File: src/rtl/mips_pkg.sv
// Shared loader definitions: memory geometry, header size and loader state encoding.
package mips_pkg;

  localparam int unsigned IMEM_WORDS = 1024;
  localparam int unsigned HDR_BYTES  = 2;

  typedef enum logic [2:0] {
    IDLE,
    HDR_HI,
    HDR_LO,
    DATA,
    WRITE,
    DONE,
    ERROR
  } state_t;

endpackage

File: src/rtl/imem_loader_word_assembler.sv
// Big-endian byte-to-word assembler: three held bytes plus the byte being accepted form the word.
module word_assembler (
  input  logic        clk,
  input  logic        reset,
  input  logic        clear,
  input  logic        accept,
  input  logic [7:0]  byte_data,
  output logic [31:0] word,
  output logic        last
);

  logic [23:0] sr;
  logic [1:0]  cnt;

  always_ff @(posedge clk) begin
    if (reset || clear) begin
      sr  <= '0;
      cnt <= '0;
    end else if (accept) begin
      sr  <= {sr[15:0], byte_data};
      cnt <= cnt + 2'd1;
    end
  end

  // Word is complete in the same cycle the fourth byte is offered.
  assign word = {sr, byte_data};
  assign last = (cnt == 2'd3);

endmodule

File: src/rtl/imem_loader.sv
// Streams a length-prefixed program into instruction memory while holding the CPU in reset.
module imem_loader
  import mips_pkg::*;
#(
  parameter int unsigned IMEM_WORDS = mips_pkg::IMEM_WORDS,
  parameter int unsigned HDR_BYTES  = mips_pkg::HDR_BYTES
) (
  input  logic        clk,
  input  logic        reset,
  input  logic        start,
  input  logic        byte_valid,
  input  logic [7:0]  byte_data,
  output logic        byte_ready,
  output logic        mem_we,
  output logic [31:0] mem_addr,
  output logic [31:0] mem_wdata,
  output logic        cpu_hold,
  output logic        done,
  output logic        error
);

  localparam int unsigned IDX_W = $clog2(IMEM_WORDS) + 1;
  localparam int unsigned CNT_W = 8 * HDR_BYTES;

  state_t           state, state_next;
  logic [CNT_W-1:0] count;
  logic [CNT_W-1:0] hdr_next;
  logic [IDX_W-1:0] index;
  logic             accept;
  logic             asm_last;
  logic             last_word;
  logic [31:0]      asm_word;

  assign accept    = byte_valid && byte_ready;
  assign hdr_next  = {count[CNT_W-9:0], byte_data};
  assign last_word = (32'(index) + 32'd1) == 32'(count);

  word_assembler u_asm (
    .clk       (clk),
    .reset     (reset),
    .clear     (state != DATA),
    .accept    (accept && (state == DATA)),
    .byte_data (byte_data),
    .word      (asm_word),
    .last      (asm_last)
  );

  always_comb begin
    state_next = state;
    case (state)
      IDLE:   if (start) state_next = HDR_HI;
      HDR_HI: if (accept) state_next = HDR_LO;
      HDR_LO: begin
        if (accept) begin
          if (hdr_next == '0)
            state_next = DONE;
          else if (32'(hdr_next) > IMEM_WORDS)
            state_next = ERROR;
          else
            state_next = DATA;
        end
      end
      DATA:   if (accept && asm_last) state_next = WRITE;
      WRITE:  state_next = last_word ? DONE : DATA;
      DONE,
      ERROR:  if (start) state_next = HDR_HI;
      default: state_next = IDLE;
    endcase
  end

  // Outputs are registered from state_next so they line up with the state they describe.
  always_ff @(posedge clk) begin
    if (reset) begin
      state      <= IDLE;
      count      <= '0;
      index      <= '0;
      byte_ready <= 1'b0;
      mem_we     <= 1'b0;
      mem_addr   <= '0;
      mem_wdata  <= '0;
      cpu_hold   <= 1'b1;
      done       <= 1'b0;
      error      <= 1'b0;
    end else begin
      state <= state_next;
      if (accept && ((state == HDR_HI) || (state == HDR_LO)))
        count <= hdr_next;
      if (state_next == HDR_HI)
        index <= '0;
      else if ((state == WRITE) && !last_word)
        index <= index + 1'b1;
      byte_ready <= (state_next == HDR_HI) || (state_next == HDR_LO) || (state_next == DATA);
      mem_we     <= (state_next == WRITE);
      if (state_next == WRITE) begin
        mem_addr  <= 32'({index, 2'b00});
        mem_wdata <= asm_word;
      end
      cpu_hold <= (state_next != DONE);
      done     <= (state_next == DONE);
      error    <= (state_next == ERROR);
    end
  end

endmodule

File: config.mk
export PLATFORM = sky130hd
export DESIGN_NAME = imem_loader
export DESIGN_NICKNAME = d
export VERILOG_FILES = /design/src/rtl/mips_pkg.sv /design/src/rtl/imem_loader_word_assembler.sv /design/src/rtl/imem_loader.sv
export SDC_FILE = /design/constraint.sdc
export NUM_CORES = 1
export LEC_CHECK = 0
export ABC_AREA = 1
export CAP_MARGIN = 30
export CORE_MARGIN = 2
export CORE_UTILIZATION = 50
export CTS_CLUSTER_DIAMETER = 120
export DETAILED_ROUTE_END_ITERATION = 7
export GPL_ROUTABILITY_DRIVEN = 1
export PLACE_DENSITY = 0.78
export SYNTH_ARGS = -nofsm -noshare
export SYNTH_HDL_FRONTEND = slang
export SYNTH_HIERARCHICAL = 1
export SYNTH_SLANG_ARGS = --single-unit
File: constraint.sdc
create_clock -name clk -period 2.6 [get_ports clk]
set_clock_uncertainty 0.15 [all_clocks]
set_input_delay 0.26 -clock clk [delete_from_list [all_inputs] [get_ports clk]]
set_output_delay 0.26 -clock clk [all_outputs]
set_load 0.02 [all_outputs]
==> reports/metrics.cfg <==
[status]
status = complete, no violations

[pwr]
p_leak_nw = 2.21
irDropWorstVdd_mv = 0.281
netSwitchingPower_mw = 0.870
p_clk_frac = 0.340
swShare = 0.291
pwr-share-comb = 0.109
pwr-share-seq = 0.551
p_int_mw = 2.12
power_per_cell_area_mw_per_mm2 = 535

[die]
ioPinCount = 81
die_width_microns = 102
initial_utilization = 0.515
core-area_sq_mm = 0.00924
die_area_sq_mm = 0.0103
num_rows = 35
die_y_microns = 102

[global_route]
antenna_found_initial = 0
grt_pass1_vias = 4021
overflow = 0
grt_max_degree = 54
grt_pass1_wl_microns = 18700
grt.total_usage = 0.230

[final_layout]
stdcell_area_sq_mm = 0.00560
area_growth_pct = 17.5
fill_cells = 854
final_nets = 760
num_antenna_cells = 0
drive_above_1_share = 0.0679

[cts]
ctsHoldBuffers = 0
cts_resized = 0
cts_buffers = 9
clock-sinks = 104
cts_setup_buffers = 0
cts_tree = yes
htreeDepth = 3
clock_latency_ns = 0.39
clkTransAtPathRegs_ns = 0.11
cts-root-buf = clkbuf_8
clockBufferDepth = 2

[place]
dp_hpwl_microns = 7890
dpl_cell_area_sq_mm = 0.00538
port_buffers = 59
place_congestion = 0.966

[synthesis]
synthTopCellsByCount = nor2_1 (160), nand2_1 (136), dfxtp_1 (104)
synth_seq_cells = 104
synth_top_area_share = 0.437
ys_seq_area_frac = 0.437
synthTopCellsByArea = dfxtp_1 (44%), nor2_1 (13%), nand2_1 (11%)
yosys_most_used_dff = dfxtp_1
yosys_warnings = 6
syn_avg_cell_area_sq_um = 6.82
async_flop_share = 0
syn_area_sq_mm = 0.00476
synth_edf_count = 0
synth_most_common_cell = nor2_1
synth_top_area_cell = dfxtp_1
yosysUniqueCellTypes = 31
syn_inst = 698

[detailed_routing]
drcViolationCount = 0
vias = 4356
wirelength_microns = 11200
ant_nets = 0
post_drt_wl_per_cell_microns = 12.7
drtPass1Iterations = 6
drtIter0Drc = 326
drt-vias-per-instance = 4.95

[setup_path]
critical_path_class = reg2reg
crit_arrival_ns = 2.48
slowest_delay_ns = 0.40
crit_start = index[1]
r2r-start = index[1]
slowest_stage = dfxtp_2
crit_chain = ha_2 > nand3_1 > nor2_2 > nand3_1 > nand3_1 > nand2_1 > nor2_2 > nand4_2 > nand2_2 > nand3_2 > o21bai_2 > buf_12 > nor2_1
crit_top_cell = nand3_1
required_ns = 2.74
end_kind = flip-flop
start_kind = flip-flop
crit_fanout = 11

[hold_path]
hp-start = count[14]
hp-class = reg2reg

[sta]
min_period_ns = 2.35
slew_viol_final = 0
whs_ns = 0.310
fmaxAchievable_mhz = 426
rsz0062_at_grt = false
hold_viol = 0
period_share = 0.903
setup_violations = 0
tightest_slew_ns = 0.600
final.setup.tns_ns = 0
max-slew-margin-rel = 0.599

[job]
maxCapViolCount = 0

## cells in the final DEF, fill, tap and decap left out, types with 2 or more instances in the layout
cell type	instances
nand3_1	32
buf_4	13
nor2_4	4
nand2_1	136
nor2_2	6
clkdlybuf4s50_1	59
nand4_1	4
nor3_1	4
a21oi_1	31
inv_6	2
nor2_1	157
inv_8	2
clkbuf_8	9
nor4_1	3
buf_12	3
clkinv_8	2
conb_1	21
dfxtp_1	102
dfxtp_2	2
o21ai_1	2
o21ai_0	68
inv_1	76
## worst max-delay path, delay by kind of cell, from the launching register on
kind	cells	cell delay, ns
AOI/OAI and AO/OA	1	0.17
adders and majority gates	1	0.21
buffers and inverters	1	0.15
DFF	1	0.40
and+or+nand+nor	10	1.16
## flip-flops by register name (all words and copies together), names as in the netlist
register    cells
mem_wdata      32
u_asm/sr       24
count          16
index          11
mem_addr       11
state           3
u_asm/cnt       2
byte_ready      1
cpu_hold        1
done            1
error           1
mem_we          1
## through the flow
step	util	std cells	setup slack (ns)	power, mW
floorplan	-	718	0.462	1.93
global placement	0.582	864	0.165	2.00
detailed placement	0.582	864	0.138	2.01
CTS	0.604	880	0.194	3.01
global route	0.606	880	0.00620	3.12
finish	0.606	880	0.252	3.00
## power by group through the flow
stage               combinational (mW)  sequential, mW  clock (mW)
global placement                 0.311            1.69           0
finish                           0.325            1.65        1.02
detailed placement               0.319            1.69           0
global route                     0.363            1.66        1.10
CTS                              0.320            1.65        1.04
floorplan                        0.243            1.68           0
## per-layer routing
metal / track usage / vias to the layer above / routed length [microns]
met5: 0 / - / 0
met4: 0.0904 / 0 / 195
met3: 0.0442 / 17 / 677
met2: 0.364 / 146 / 5180
met1: 0.309 / 1976 / 5120
li1: - / 2217 / -
## cell type report
type,count,area [sq um],area share
multi-input combinational,479,2110,0.377
sequential,104,2080,0.373
timing repair buffer,75,748,0.134
inverter,77,289,0.0517
tap,129,161,0.0288
clock buffer,9,124,0.0221
clock inverter,7,81.3,0.0145
## worst paths after layout
kind / to / slack (ns) / cells after the start
setup / recovery: index[9] / 0.25 / 13
hold / removal: count[14] / 0.31 / 2
setup reg to reg: index[9] / 0.25 / 13
hold reg to reg: count[14] / 0.31 / 2
## logic make-up after synthesis
group           count (synthesis)  synth area share
simple gates                  351             0.302
fa+ha+maj                       2           0.00525
xor+xnor                        1           0.00184
other cells                     1          0.000787
compound gates                104             0.112
buf+inv                       135             0.141
flops                         104             0.437
Note: power is estimated with default switching activity, not from simulation.
